==> src/rtl/cpu_bus_sequencer_pkg.sv <==
// Shared definitions for the CPU bus sequencer: the 8088 S2..S0 status codes,
// the sequencer state encoding, and helpers that classify a status code.
// Latency: n/a (types and functions only). Backpressure: n/a.
package cpu_bus_sequencer_pkg;

    // 8088 bus cycle codes as they appear on S2..S0.
    typedef enum logic [2:0] {
        ST_INTA    = 3'b000,
        ST_IOR     = 3'b001,
        ST_IOW     = 3'b010,
        ST_HALT    = 3'b011,
        ST_CODE    = 3'b100,
        ST_MEMR    = 3'b101,
        ST_MEMW    = 3'b110,
        ST_PASSIVE = 3'b111
    } status_e;

    typedef enum logic [2:0] {
        S_IDLE,
        S_STATUS,
        S_WAIT,
        S_RELEASE,
        S_GAP,
        S_DELAY
    } state_e;

    // Cycles that return data to the requester.
    function automatic logic is_read(input status_e s);
        return (s == ST_INTA) || (s == ST_IOR) || (s == ST_CODE) || (s == ST_MEMR);
    endfunction

    // Cycles that drive the data bus.
    function automatic logic is_write(input status_e s);
        return (s == ST_IOW) || (s == ST_MEMW);
    endfunction

endpackage

==> src/rtl/bus_cmd_fifo.sv <==
// Command queue for the bus sequencer: flat-vector FIFO with first-word-fall-through head.
// Latency: a pushed entry is visible at the head one clock after the push.
// Backpressure: wr_rdy is low while full; a push offered while full is dropped even if a pop happens in the same clock.
//
// Ports: clock/reset (async, active-high); wr_vld/wr_rdy/wr_dat push side;
//        rd_en pops the head, rd_dat is the current head, empty flags no head.
module bus_cmd_fifo #(
    parameter int WIDTH = 8,
    parameter int DEPTH = 4
) (
    input  logic             clock,
    input  logic             reset,
    input  logic             wr_vld,
    output logic             wr_rdy,
    input  logic [WIDTH-1:0] wr_dat,
    input  logic             rd_en,
    output logic [WIDTH-1:0] rd_dat,
    output logic             empty
);

    localparam int PTR_W = (DEPTH > 1) ? $clog2(DEPTH) : 1;
    // One extra bit so that DEPTH (full) and 0 (empty) are distinct.
    localparam int CNT_W = PTR_W + 1;
    localparam logic [CNT_W-1:0] FULL_COUNT = CNT_W'(DEPTH);

    logic [WIDTH-1:0] mem [DEPTH];
    logic [PTR_W-1:0] wr_ptr;
    logic [PTR_W-1:0] rd_ptr;
    logic [CNT_W-1:0] count;
    logic             do_push;
    logic             do_pop;

    // Ready comes straight from the registered count, so it never depends on
    // a pop happening in the same clock.
    assign wr_rdy  = (count != FULL_COUNT);
    assign empty   = (count == '0);
    assign do_push = wr_vld && wr_rdy;
    assign do_pop  = rd_en && !empty;
    assign rd_dat  = mem[rd_ptr];

    // DEPTH is a power of two, so the pointers wrap by plain overflow.
    always_ff @(posedge clock or posedge reset) begin
        if (reset) begin
            wr_ptr <= '0;
            rd_ptr <= '0;
            count  <= '0;
        end else begin
            if (do_push) begin
                wr_ptr <= wr_ptr + 1'b1;
            end
            if (do_pop) begin
                rd_ptr <= rd_ptr + 1'b1;
            end
            case ({do_push, do_pop})
                2'b10:   count <= count + 1'b1;
                2'b01:   count <= count - 1'b1;
                default: count <= count;
            endcase
        end
    end

    // Storage needs no reset: an entry is only read after it has been written.
    always_ff @(posedge clock) begin
        if (do_push) begin
            mem[wr_ptr] <= wr_dat;
        end
    end

endmodule

==> src/rtl/cpu_bus_sequencer.sv <==
// Replays queued commands as 8088-style bus cycles (status, wait states, release, gap) and returns read data.
// Latency: a queued command starts driving status one clock after the FSM pops it; read response one clock after completion.
// Backpressure: cmd_ready follows the queue's registered not-full flag; the bus throttles via processor_ready wait states.
//
// Ports: clock, reset (async, active-high)
//        cmd_valid/cmd_ready/cmd_type/cmd_address/cmd_data : command queue input
//        processor_ready, data_bus_in                      : bus handshake and read data
//        cpu_address, cpu_data_bus, processor_status       : driven bus cycle
//        rsp_valid, rsp_data, rsp_error                    : read completion / wait timeout pulses
//        busy                                              : FSM active or commands pending
module cpu_bus_sequencer
    import cpu_bus_sequencer_pkg::*;
#(
    parameter int ADDR_WIDTH    = 20,
    parameter int DATA_WIDTH    = 8,
    parameter int FIFO_DEPTH    = 4,
    parameter int STATUS_CYCLES = 4,
    parameter int GAP_CYCLES    = 2,
    parameter int WAIT_LIMIT    = 255
) (
    input  logic                  clock,
    input  logic                  reset,
    input  logic                  cmd_valid,
    output logic                  cmd_ready,
    input  logic [2:0]            cmd_type,
    input  logic [ADDR_WIDTH-1:0] cmd_address,
    input  logic [DATA_WIDTH-1:0] cmd_data,
    input  logic                  processor_ready,
    input  logic [DATA_WIDTH-1:0] data_bus_in,
    output logic [ADDR_WIDTH-1:0] cpu_address,
    output logic [DATA_WIDTH-1:0] cpu_data_bus,
    output logic [2:0]            processor_status,
    output logic                  rsp_valid,
    output logic [DATA_WIDTH-1:0] rsp_data,
    output logic                  rsp_error,
    output logic                  busy
);

    localparam int CMD_W = 3 + ADDR_WIDTH + DATA_WIDTH;
    // One counter serves STATUS, GAP and DELAY; DELAY needs the full data range.
    localparam int CNT_W = DATA_WIDTH + $clog2(STATUS_CYCLES + GAP_CYCLES);
    localparam int WC_W  = (WAIT_LIMIT > 1) ? $clog2(WAIT_LIMIT + 1) : 1;

    localparam logic [CNT_W-1:0] STATUS_LAST = CNT_W'(STATUS_CYCLES - 1);
    localparam logic [CNT_W-1:0] GAP_LAST    = CNT_W'((GAP_CYCLES > 1) ? (GAP_CYCLES - 2) : 0);
    localparam logic [WC_W-1:0]  WAIT_LAST   = WC_W'((WAIT_LIMIT > 0) ? (WAIT_LIMIT - 1) : 0);

    // Command queue
    logic [CMD_W-1:0]      head_dat;
    logic                  fifo_empty;
    logic                  pop;
    status_e               head_type;
    logic [ADDR_WIDTH-1:0] head_addr;
    logic [DATA_WIDTH-1:0] head_data;

    // Sequencer state
    state_e                state;
    status_e               cur_type;
    logic [CNT_W-1:0]      cnt;
    logic [WC_W-1:0]       wait_cnt;

    bus_cmd_fifo #(
        .WIDTH (CMD_W),
        .DEPTH (FIFO_DEPTH)
    ) u_cmd_fifo (
        .clock  (clock),
        .reset  (reset),
        .wr_vld (cmd_valid),
        .wr_rdy (cmd_ready),
        .wr_dat ({cmd_type, cmd_address, cmd_data}),
        .rd_en  (pop),
        .rd_dat (head_dat),
        .empty  (fifo_empty)
    );

    assign head_type = status_e'(head_dat[CMD_W-1 -: 3]);
    assign head_addr = head_dat[DATA_WIDTH +: ADDR_WIDTH];
    assign head_data = head_dat[DATA_WIDTH-1:0];

    // The head is consumed in the same clock the FSM leaves IDLE.
    assign pop  = (state == S_IDLE) && !fifo_empty;
    assign busy = (state != S_IDLE) || !fifo_empty;

    // Outputs are updated on the transition into each state, so what the bus
    // sees in a state is exactly what was loaded when that state was entered.
    always_ff @(posedge clock or posedge reset) begin
        if (reset) begin
            state            <= S_IDLE;
            cur_type         <= ST_PASSIVE;
            cnt              <= '0;
            wait_cnt         <= '0;
            processor_status <= ST_PASSIVE;
            cpu_address      <= '0;
            cpu_data_bus     <= '0;
            rsp_valid        <= 1'b0;
            rsp_error        <= 1'b0;
            rsp_data         <= '0;
        end else begin
            rsp_valid <= 1'b0;
            rsp_error <= 1'b0;

            case (state)
                S_IDLE: begin
                    if (!fifo_empty) begin
                        cur_type <= head_type;
                        cnt      <= '0;
                        if (head_type == ST_PASSIVE) begin
                            // Passive code is a pure time delay of data+1 clocks.
                            state            <= S_DELAY;
                            cnt              <= CNT_W'(head_data);
                            processor_status <= ST_PASSIVE;
                            cpu_address      <= '0;
                            cpu_data_bus     <= '0;
                        end else begin
                            state            <= S_STATUS;
                            processor_status <= head_type;
                            cpu_address      <= head_addr;
                            cpu_data_bus     <= is_write(head_type) ? head_data : '0;
                        end
                    end
                end

                S_STATUS: begin
                    if (cnt == STATUS_LAST) begin
                        // Halt transfers nothing, so it never waits on ready.
                        if (cur_type == ST_HALT || processor_ready) begin
                            if (is_read(cur_type)) begin
                                rsp_data  <= data_bus_in;
                                rsp_valid <= 1'b1;
                            end
                            state            <= S_RELEASE;
                            processor_status <= ST_PASSIVE;
                        end else begin
                            state    <= S_WAIT;
                            wait_cnt <= '0;
                        end
                    end else begin
                        cnt <= cnt + 1'b1;
                    end
                end

                S_WAIT: begin
                    if (processor_ready) begin
                        if (is_read(cur_type)) begin
                            rsp_data  <= data_bus_in;
                            rsp_valid <= 1'b1;
                        end
                        state            <= S_RELEASE;
                        processor_status <= ST_PASSIVE;
                    end else if (wait_cnt == WAIT_LAST) begin
                        // Timed out: abandon the cycle without read data.
                        rsp_error        <= 1'b1;
                        state            <= S_RELEASE;
                        processor_status <= ST_PASSIVE;
                    end else begin
                        wait_cnt <= wait_cnt + 1'b1;
                    end
                end

                S_RELEASE: begin
                    cpu_address  <= '0;
                    cpu_data_bus <= '0;
                    cnt          <= '0;
                    state        <= (GAP_CYCLES > 1) ? S_GAP : S_IDLE;
                end

                S_GAP: begin
                    if (cnt == GAP_LAST) begin
                        state <= S_IDLE;
                    end else begin
                        cnt <= cnt + 1'b1;
                    end
                end

                S_DELAY: begin
                    if (cnt == '0) begin
                        state <= S_IDLE;
                    end else begin
                        cnt <= cnt - 1'b1;
                    end
                end

                default: begin
                    state <= S_IDLE;
                end
            endcase
        end
    end

endmodule
==> config.mk <==
export PLATFORM = sky130hd
export DESIGN_NAME = cpu_bus_sequencer
export DESIGN_NICKNAME = d
export VERILOG_FILES = /design/src/rtl/cpu_bus_sequencer_pkg.sv /design/src/rtl/bus_cmd_fifo.sv /design/src/rtl/cpu_bus_sequencer.sv
export SDC_FILE = /design/constraint.sdc
export NUM_CORES = 1
export LEC_CHECK = 0
export BUFFER_PORTS_ARGS = -buffer_cell sky130_fd_sc_hd__buf_2
export CAP_MARGIN = 10
export CORE_UTILIZATION = 58
export DETAILED_ROUTE_END_ITERATION = 8
export PLACE_DENSITY_LB_ADDON = 0.05
export RECOVER_POWER = 100
export SLEW_MARGIN = 20
export SYNTH_ARGS = -nofsm -noshare
export SYNTH_HDL_FRONTEND = slang
export SYNTH_SLANG_ARGS = --single-unit
==> constraint.sdc <==
create_clock -name clock -period 5.4 [get_ports clock]
set_clock_uncertainty 0.15 [all_clocks]
set_input_delay 0.54 -clock clock [delete_from_list [all_inputs] [get_ports clock]]
set_output_delay 0.54 -clock clock [all_outputs]
set_load 0.05 [all_outputs]
==> reports/metrics.cfg, run 1 <==
[status]
outcome = complete, but fails checks
violations = capacitance limit, slew limit

[logic_synthesis]
synth.area.top_cells = edfxtp_1 (45%), dfrtp_1 (20%), mux4_2 (8.5%)
synthCells = 568
synthesis.nets = 622
ys_types = 62
yosys_warnings = 0
synth_area_per_cell_um2 = 14.5
synth.most_common_cell = edfxtp_1
synth_top_area_cell = edfxtp_1
synth_top_area_share = 0.453
synth_edf_count = 124
synth_async_sr_flop_share = 0.371
synth_top_cells_by_count = edfxtp_1 (124), nand2_1 (71), dfrtp_1 (67), o21ai_1 (42), inv_1 (32)
synth.cell_area_um2 = 8220
synth_seq_cells = 197
synth_ff_type = edfxtp_1
yosysSeqAreaShare = 0.677

[global_routing]
gr-total-overflow = 0
antenna_found_initial = 0
grt_usage = 0.235
grt_pass1_wl_um = 25400
grt_pass1_vias = 4964
grt_max_degree = 74

[pwr]
intPower_mw = 3.42
p_clk_frac = 0.214
seq_power_share = 0.414
combPwrFrac = 0.372
power.net_switching_mw = 2.29
p_total_mw = 5.71
sw_frac_of_total = 0.401
power.leakage_nw = 3.47
peakVddDrop_uv = 349
powerDensity_nw_per_um2 = 619

[layout]
syn_to_final_growth_pct = 12.2
drive_gt1_frac = 0.139
fin_area_um2 = 9220
final_nets = 702
antenna_cells = 0

[die]
dieArea_um2 = 14600
die_h_um = 121
fp.dieW_um = 121
coreArea_um2 = 13800
rows = 43
start_util = 0.594
ioPinCount = 86

[cts]
postCtsHoldBufs = 0
cts-root-buf = clkbuf_16
ctsHtreeMaxLevel = 4
path_clk_slew_ns = 0.07
cts.sinks = 197
cts_resized = 0
postCtsSetupRepairBufs = 0
cts_tree = built
clk_latency_ns = 0.43
clockBufferDepth = 2
cts_buffers = 17

[critical_path]
worstSetupStartpointType = flip-flop
required_ns = 5.52
crit_family = buffers and inverters
cpPeakStageDelay_ns = 0.98
critPathMaxFanout = 20
cp.arrival_ns = 3.64
cp-end-kind = flip-flop
cp_cell_sequence = clkbuf_1, mux4_2, nand2_1, o21ai_2, o21ai_0
worst-setup-path-type = flip-flop to flip-flop
crit_slowest_cell = clkbuf_1
critical_path_buf_inv_count = 1

[drt]
wl_um = 16000
vias_per_cell = 5.81
drt_iter0_drc = 448
dr.pass1.iters = 5
ant_nets = 0
post_drt_wl_per_cell_um = 19.0
drc = 0
vias = 4888

[timing]
slew_viol_final = 128
setup-tns-final_ns = 0
slew_headroom = -0.150
hold_viol = 0
tightest_slew_ns = 1.72
setup_viol = 0
whs_ns = 0.179
timing.final.crit_share = 0.653
layout_min_cycle_time_ns = 3.53
fin_ws_ns = 1.87
fmaxAchievable_ghz = 0.284
rsz0062_at_grt = no

[job]
cap_violations = 4

[placed_design]
port_buffers = 85
gp_congestion = 0.895
dpl_cell_area_um2 = 8760
dp_worst_setup_slack_ns = 2.41
dpl.hpwl_um = 10100

[min_path]
hp-class = input pin to flip-flop

through the flow:
stage	utilization	cells
detailed placement	0.634	809
finish	0.666	841
global route	0.666	841
global placement	0.634	809
floorplan	-	568
CTS	0.675	841
layout make-up:
cell class                 count  area (um^2)
fill                         979         4610
tap                          180          225
clock buffer                  18          429
inverter                      36          135
multi-input combinational    308         2370
sequential                   197         5560
timing repair buffer          88          352
clock inverter                14          143
logic make-up after synthesis:
| kind of cell | synth area share |
|---|---|
| AO/OA/AOI/OAI | 0.0812 |
| XOR/XNOR | 0.00959 |
| adder cells (fa/ha/maj) | 0.0177 |
| buffers and inverters | 0.0327 |
| flip-flops | 0.677 |
| multiplexers | 0.0999 |
| AND/OR/NAND/NOR | 0.0824 |
worst paths after layout:
path,from,depth (start not counted),slack [ns],end
worst min register to register,cur_type[0],2,0.33,cur_type[0]
min in group asynchronous,reset,3,0.26,u_cmd_fifo.wr_ptr[1]
worst max-delay path,u_cmd_fifo.rd_ptr[1],5,1.87,cpu_address[12]
worst max register to register,u_cmd_fifo.rd_ptr[1],5,1.87,cpu_address[12]
worst min-delay path,data_bus_in[1],2,0.18,rsp_data[1]
max in group asynchronous,reset,3,4.18,u_cmd_fifo.rd_ptr[0]
per-layer routing:
layer / part of all wire / vias up / global-route usage
met5: 0 / - / 0
met4: 0.013 / 0 / 0.0787
met3: 0.046 / 16 / 0.0564
met2: 0.52 / 111 / 0.404
met1: 0.42 / 2477 / 0.292
li1: - / 2284 / -
cells in the final DEF, fill, tap and decap left out, drive strengths merged, types with 6 or more instances in the layout:
master,instances
nand3,9
dfstp,6
mux2,10
dfrtp,67
clkbuf,93
inv,42
mux4,31
nor2,17
nand2,72
a21oi,13
o21ai,50
buf,13
nor3,8
ha,10
edfxtp,124
state kept, by name, summed over array words and instances (netlist names), 8 cells and up:
name            flops
cpu_data_bus        8
u_cmd_fifo.mem    124
wait_cnt            8
cpu_address        20
cnt                11
rsp_data            8
power groups by stage:
stage                     logic (mW)  clock network (mW)  registers [mW]
after floorplan                 1.38                   0            2.69
final                           2.12                1.22            2.36
after global routing            2.30                1.30            2.42
after global placement          2.16                   0            2.37
after CTS                       2.23                1.24            2.36
after detailed placement        2.22                   0            2.39
worst register-to-register path: stages, from the launching register on:
cell	delay (ns)
dfrtp_1	0.75
clkbuf_1	0.98
mux4_2	0.45
nand2_1	0.11
o21ai_2	0.69
o21ai_0	0.23
Power figures use the tool's default switching activity.
==> inputs of run 2 (changes only) <==
--- a/config.mk
+++ b/config.mk
@@ -5,6 +5,7 @@
 export SDC_FILE = /design/constraint.sdc
 export NUM_CORES = 1
 export LEC_CHECK = 0
+export ABC_AREA = 1
 export BUFFER_PORTS_ARGS = -buffer_cell sky130_fd_sc_hd__buf_2
 export CAP_MARGIN = 10
 export CORE_UTILIZATION = 58
==> constraint.sdc (replaced) <==
create_clock -name clock -period 3.4 [get_ports clock]
set_clock_uncertainty 0.15 [all_clocks]
set_input_delay 0.34 -clock clock [delete_from_list [all_inputs] [get_ports clock]]
set_output_delay 0.34 -clock clock [all_outputs]
set_load 0.05 [all_outputs]
==> run 2 against run 1 <==
Against the previous run: the flow now finishes without violations; critical path depth rose by 6; total power increased by 70%; synthesized cell count up 44%; global-route usage is 3.4 points higher; fmax rose by 27%; non-clock buffer count rose by 53; clock-buffer cell count did not move; clock power is 67% higher; sequential cell count stayed put; register-to-register slack got worse by 1.2 ns; cell area increased by 9.7%; combinational power rose by 91%; critical endpoint is now cnt[10].
==> reports/metrics.cfg, run 2 <==
[status]
outcome = completed

[die]
fp.dieW_um = 124
dieArea_um2 = 15400
die_h_um = 124
coreArea_um2 = 14500
rows = 44
ioPinCount = 86
start_util = 0.595

[logic_synthesis]
synth_top_area_share = 0.430
yosysSeqAreaShare = 0.642
synth.cell_area_um2 = 8650
synth_seq_cells = 197
synth.area.top_cells = edfxtp_1 (43%), dfrtp_1 (19%), nand2_1 (7.0%)
synth_async_sr_flop_share = 0.371
ys_types = 43
yosys_warnings = 0
synth.most_common_cell = nand2_1
synth_edf_count = 124
synthCells = 818
synth_top_area_cell = edfxtp_1
synth_ff_type = edfxtp_1
synthesis.nets = 872
synth_area_per_cell_um2 = 10.6
synth_top_cells_by_count = nand2_1 (162), edfxtp_1 (124), nor2_1 (88), nand3_1 (80), dfrtp_1 (67)

[global_routing]
grt_most_used_layer = met2
grt_usage = 0.269
grtUsageMet2 = 0.454
grt_use_met3 = 0.0655
gr-total-overflow = 0
grt_pass1_vias = 6104
grt_pass1_wl_um = 30200
antenna_found_initial = 0
grt_max_degree = 50
groute.layer.met1.usage = 0.330

[critical_path]
required_ns = 3.58
cp-end-kind = flip-flop
worstSetupStartpointType = flip-flop
worst-setup-path-type = flip-flop to flip-flop
critPathMaxFanout = 14
cp.arrival_ns = 2.95

[drt]
vias_per_cell = 5.63
dr.pass1.iters = 5
post_drt_wl_per_cell_um = 17.1
drt_iter0_drc = 531
drc = 0
vias = 6420
ant_nets = 0
wl_um = 19500

[cts]
ctsHtreeMaxLevel = 4
clk_latency_ns = 0.44
postCtsSetupRepairBufs = 0
clockBufferDepth = 2
cts-root-buf = clkbuf_16
cts.sinks = 197
path_clk_slew_ns = 0.08
cts_buffers = 17
cts_tree = built

[timing]
fmaxAchievable_ghz = 0.362
rsz0062_at_grt = no
hold_viol = 0
slew_headroom = 0.105
timing.final.crit_share = 0.814
setup-tns-final_ns = 0
setup_viol = 0
tightest_slew_ns = 1.34
layout_min_cycle_time_ns = 2.77
slew_viol_final = 0

[layout]
reg_top3 = u_cmd_fifo.mem: 124 flops, cpu_address: 20 flops, cnt: 11 flops
largest_register_ffs = 124
fin_area_um2 = 10100
antenna_cells = 0
num-fill-cells = 1154
syn_to_final_growth_pct = 16.9
layout_commonest_cell = nand2_1
final_nets = 997
drive_gt1_frac = 0.0983
top_register = u_cmd_fifo.mem
layoutNonFillerInstCount = 1140
final_cell_mix = nand2_1 (163), edfxtp_1 (124), nor2_1 (84)

[pwr]
seq_power_share = 0.373
powerDensity_nw_per_um2 = 960
sw_frac_of_total = 0.446
combPwrFrac = 0.417
peakVddDrop_uv = 649
intPower_mw = 5.37
p_clk_frac = 0.210
power.leakage_nw = 4.15
p_total_mw = 9.70
power.net_switching_mw = 4.33

[placed_design]
dpl.hpwl_um = 12000
place_inst = 1067
gp_congestion = 0.953
port_buffers = 85
dpl_cell_area_um2 = 9240

[job]
cap_violations = 0

[min_path]
hp-class = input pin to flip-flop

-- run 2: changes by cell type after synthesis, sizes merged, moves of 6 or more --
cell	delta
nand2	+104
nor2	+75
nand3	+74
mux4	-31
inv	+19
o22ai	+19
a21oi	+18
o21ai	+15
mux2	-10
a22oi	+7
buf	+6
xor2	+6
-- run 2: critical path, stage by stage (launching register included) --
cell	delay, ns
dfrtp_1	0.56
nand3_1	0.60
inv_2	0.35
ha_1	0.31
inv_1	0.12
o21bai_1	0.10
nand2_1	0.07
nand2_1	0.05
nor2_1	0.13
nand3b_1	0.09
nand3_1	0.08
nand2_1	0.05
-- run 2: area by class of cell --
cell class | instances | area, um^2 | area share
clock buffers | 18 | 429 | 0.0424
clock inverters | 14 | 176 | 0.0174
inverters | 56 | 213 | 0.0210
multi-input cells | 530 | 2670 | 0.264
flip-flops and latches | 197 | 5560 | 0.550
well taps | 184 | 230 | 0.0228
repair buffers | 141 | 840 | 0.0830
-- run 2: power by group through the flow --
stage,logic [mW],clock network [mW],registers (mW)
finish,4.05,2.04,3.62
global placement,4.02,0,3.63
global route,4.49,2.15,3.67
detailed placement,4.10,0,3.65
floorplan,2.46,0,4.22
CTS,4.16,2.06,3.60
-- run 2: per-stage QoR --
step / hold WS, ns / utilization / setup slack, ns
final: 0.253 / 0.696 / 0.634
after global routing: 0.294 / 0.696 / 0.417
after CTS: 0.216 / 0.706 / 1.02
after detailed placement: 0.136 / 0.636 / 1.02
after global placement: 0.124 / 0.636 / 1.06
after floorplan: 0.263 / - / 0.343
-- run 2: path summary, 6_finish.rpt --
kind                                     startpoint              endpoint  slack, ns  cells past startpoint
worst min-delay path                      cmd_valid  u_cmd_fifo.wr_ptr[1]       0.25                      4
max in group asynchronous                     reset        cpu_address[8]       1.22                      4
min in group asynchronous                     reset           rsp_data[6]       0.29                      3
worst max register to register             state[0]               cnt[10]       0.63                     11
worst min register to register  processor_status[1]   processor_status[1]       0.33                      2
worst max-delay path                       state[0]               cnt[10]       0.63                     11
-- run 2: per-layer routing --
metal  share of wire  vias up
met4           0.024        0
li1                -     3074
met3           0.049       38
met2            0.51      199
met1            0.41     3109
met5               0        -
-- run 2: cell families (layout without fill, tap and decap cells) --
logic type	count (synthesis)	count (layout)	share of synthesized area
xor+xnor	14	14	0.0142
buf+inv	91	229	0.0468
compound gates	139	139	0.0923
flops	197	197	0.642
fa+ha+maj	11	11	0.0168
simple gates	366	366	0.188
-- run 2: timing repair --
action                                 CTS  global route
setup endpoints to repair                0             0
hold buffers                            41             0
endpoints found under the hold margin  143             0
resized for setup                        0             0
==> inputs of run 3 (changes only) <==
--- a/config.mk
+++ b/config.mk
@@ -5,10 +5,10 @@
 export SDC_FILE = /design/constraint.sdc
 export NUM_CORES = 1
 export LEC_CHECK = 0
-export ABC_AREA = 1
+export ABC_AREA = 0
 export BUFFER_PORTS_ARGS = -buffer_cell sky130_fd_sc_hd__buf_2
 export CAP_MARGIN = 10
-export CORE_UTILIZATION = 58
+export CORE_UTILIZATION = 53
 export DETAILED_ROUTE_END_ITERATION = 8
 export PLACE_DENSITY_LB_ADDON = 0.05
 export RECOVER_POWER = 100
==> constraint.sdc (replaced) <==
create_clock -name clock -period 2.42 [get_ports clock]
set_clock_uncertainty 0.15 [all_clocks]
set_input_delay 0.242 -clock clock [delete_from_list [all_inputs] [get_ports clock]]
set_output_delay 0.242 -clock clock [all_outputs]
set_load 0.05 [all_outputs]
==> run 3 against run 2 <==
Against the previous run: worst setup slack worse by 0.59 ns; largest cell class unchanged; highest routed layer unchanged; sequential cell count stayed put; register-to-register slack worse by 0.59 ns; die area is 3.8% higher; fmax is 17% higher; via count is 20% lower.
==> reports/metrics.cfg, run 3 (same netlist as run 1, synthesis figures left out) <==
[status]
outcome = completed

[drt]
ant_nets = 0
wl_um = 17000
drc = 0
vias_per_cell = 5.59
drt_iter0_drc = 342
post_drt_wl_per_cell_um = 18.4
dr.pass1.iters = 4
vias = 5168

[layout]
antenna_cells = 0
drive_gt1_frac = 0.201
layout_commonest_cell = edfxtp_1
final_cell_mix = edfxtp_1 (124), clkbuf_1 (74), nand2_1 (71)
reg_top3 = u_cmd_fifo.mem: 124 flops, cpu_address: 20 flops, cnt: 11 flops
final_nets = 778
largest_register_ffs = 124
top_register = u_cmd_fifo.mem
syn_to_final_growth_pct = 22.8
final_core_util = 0.666
multi_input_area_um2 = 2500
num-fill-cells = 1130
seqCellArea_um2 = 5560
fin_area_um2 = 10100

[global_routing]
grt_pass1_wl_um = 27400
grt_usage = 0.228
antenna_found_initial = 0
grt_pass1_vias = 5350
gr-total-overflow = 0
grt_max_degree = 74

[pwr]
peakVddDrop_uv = 867
p_total_mw = 13.7
combPwrFrac = 0.415
seq_power_share = 0.373
sw_frac_of_total = 0.395
power.net_switching_mw = 5.40
intPower_mw = 8.27
powerDensity_nw_per_um2 = 1350
p_clk_frac = 0.212
power.leakage_nw = 3.86

[die]
start_util = 0.542
dieArea_um2 = 16000
ioPinCount = 86
fp.dieW_um = 127
coreArea_um2 = 15100
die_h_um = 127
rows = 45

[critical_path]
cp.arrival_ns = 2.57
critPathMaxFanout = 7
r2r-end = state[0]
rr_startpoint = cnt[1]
required_ns = 2.62
cp-end-kind = flip-flop
r2r_slack_ns = 0.05
worst-setup-path-type = flip-flop to flip-flop
ff2ff_path_depth = 7
worstSetupStartpointType = flip-flop

[placed_design]
dpl_cell_area_um2 = 9170
dp_worst_setup_slack_ns = 0.0420
dpl.hpwl_um = 10800
gp_congestion = 0.871
port_buffers = 85

[timing]
fmaxAchievable_ghz = 0.422
tightest_slew_ns = 1.08
setup_viol = 0
hold_viol = 0
fin_ws_ns = 0.0478
timing.final.crit_share = 0.980
slew_headroom = 0.283
layout_min_cycle_time_ns = 2.37
rsz0062_at_grt = yes
slew_viol_final = 0
whs_ns = 0.0766

[cts]
clockBufferDepth = 2
cts_tree = built
path_clk_slew_ns = 0.07
cts_buffers = 17
cts.sinks = 197
ctsHtreeMaxLevel = 4
cts-root-buf = clkbuf_16
clk_latency_ns = 0.42

[job]
cap_violations = 0

[min_path]
hp-class = input pin to flip-flop
min_from = cmd_valid
min_delay_path_depth = 3
min_to = u_cmd_fifo.wr_ptr[0]

-- run 3: changes by cell type in the layout (fill, tap and decap cells not counted), sizes merged, moves of 19 or more --
cell   delta
inv      -23
o22ai    -19
nor2     -75
buf      +26
nand3    -74
mux4     +31
nand2   -104
-- run 3: worst max path at each step --
stage	start	end	slack (ns)
3_5_place_dp	state[1]	cnt[10]	0.04
2_1_floorplan	state[1]	cnt[10]	0.003
4_1_cts	state[1]	cnt[10]	0.03
3_3_place_gp	state[0]	u_cmd_fifo.count[2]	0.09
6_report	cnt[1]	state[0]	0.05
5_1_grt	state[1]	cnt[10]	-0.06
-- run 3: critical path, stage by stage (launching register included) --
cell and delay (ns):
dfrtp_1 0.48, or4_4 0.61, o32ai_2 0.13, a21o_4 0.23, nand2_2 0.06, a211oi_2 0.36
buf_4 0.19, a21o_1 0.09
-- run 3: metrics by stage --
step                      std cells  TNS (ns)
final                           925         0
after global routing            925   -0.0618
after CTS                       923         0
after detailed placement        851         0
after global placement          851         0
after floorplan                 568         0
-- run 3: final cells by class --
cell class,count,area share
timing repair buffer,164,0.103
sequential,197,0.551
clock buffer,17,0.0422
tap,188,0.0233
multi-input combinational,308,0.247
clock inverter,15,0.0190
inverter,36,0.0140
-- run 3: per-layer routing --
metal | routed length, um | global-route usage | vias to the layer above | part of all wire
met1 | 7280 | 0.279 | 2606 | 0.43
met2 | 8870 | 0.409 | 119 | 0.52
li1 | - | - | 2432 | -
met4 | 185 | 0.0609 | 0 | 0.011
met5 | 0 | 0 | - | 0
met3 | 642 | 0.0493 | 11 | 0.038
-- run 3: power by group through the flow --
stage	sequential (mW)	combinational, mW	clock, mW
2_1_floorplan	5.99	3.19	0
3_3_place_gp	5.09	5.64	0
3_5_place_dp	5.14	5.70	0
6_report	5.11	5.67	2.89
5_1_grt	5.20	6.18	3.07
4_1_cts	5.08	5.77	2.94
-- run 3: timing repair --
item | in CTS | in global routing
endpoints found under the hold margin | 199 | 0
resized for setup | 0 | 7
hold buffers | 40 | 0
buffers inserted | 0 | 2
setup endpoints to repair | 0 | 33
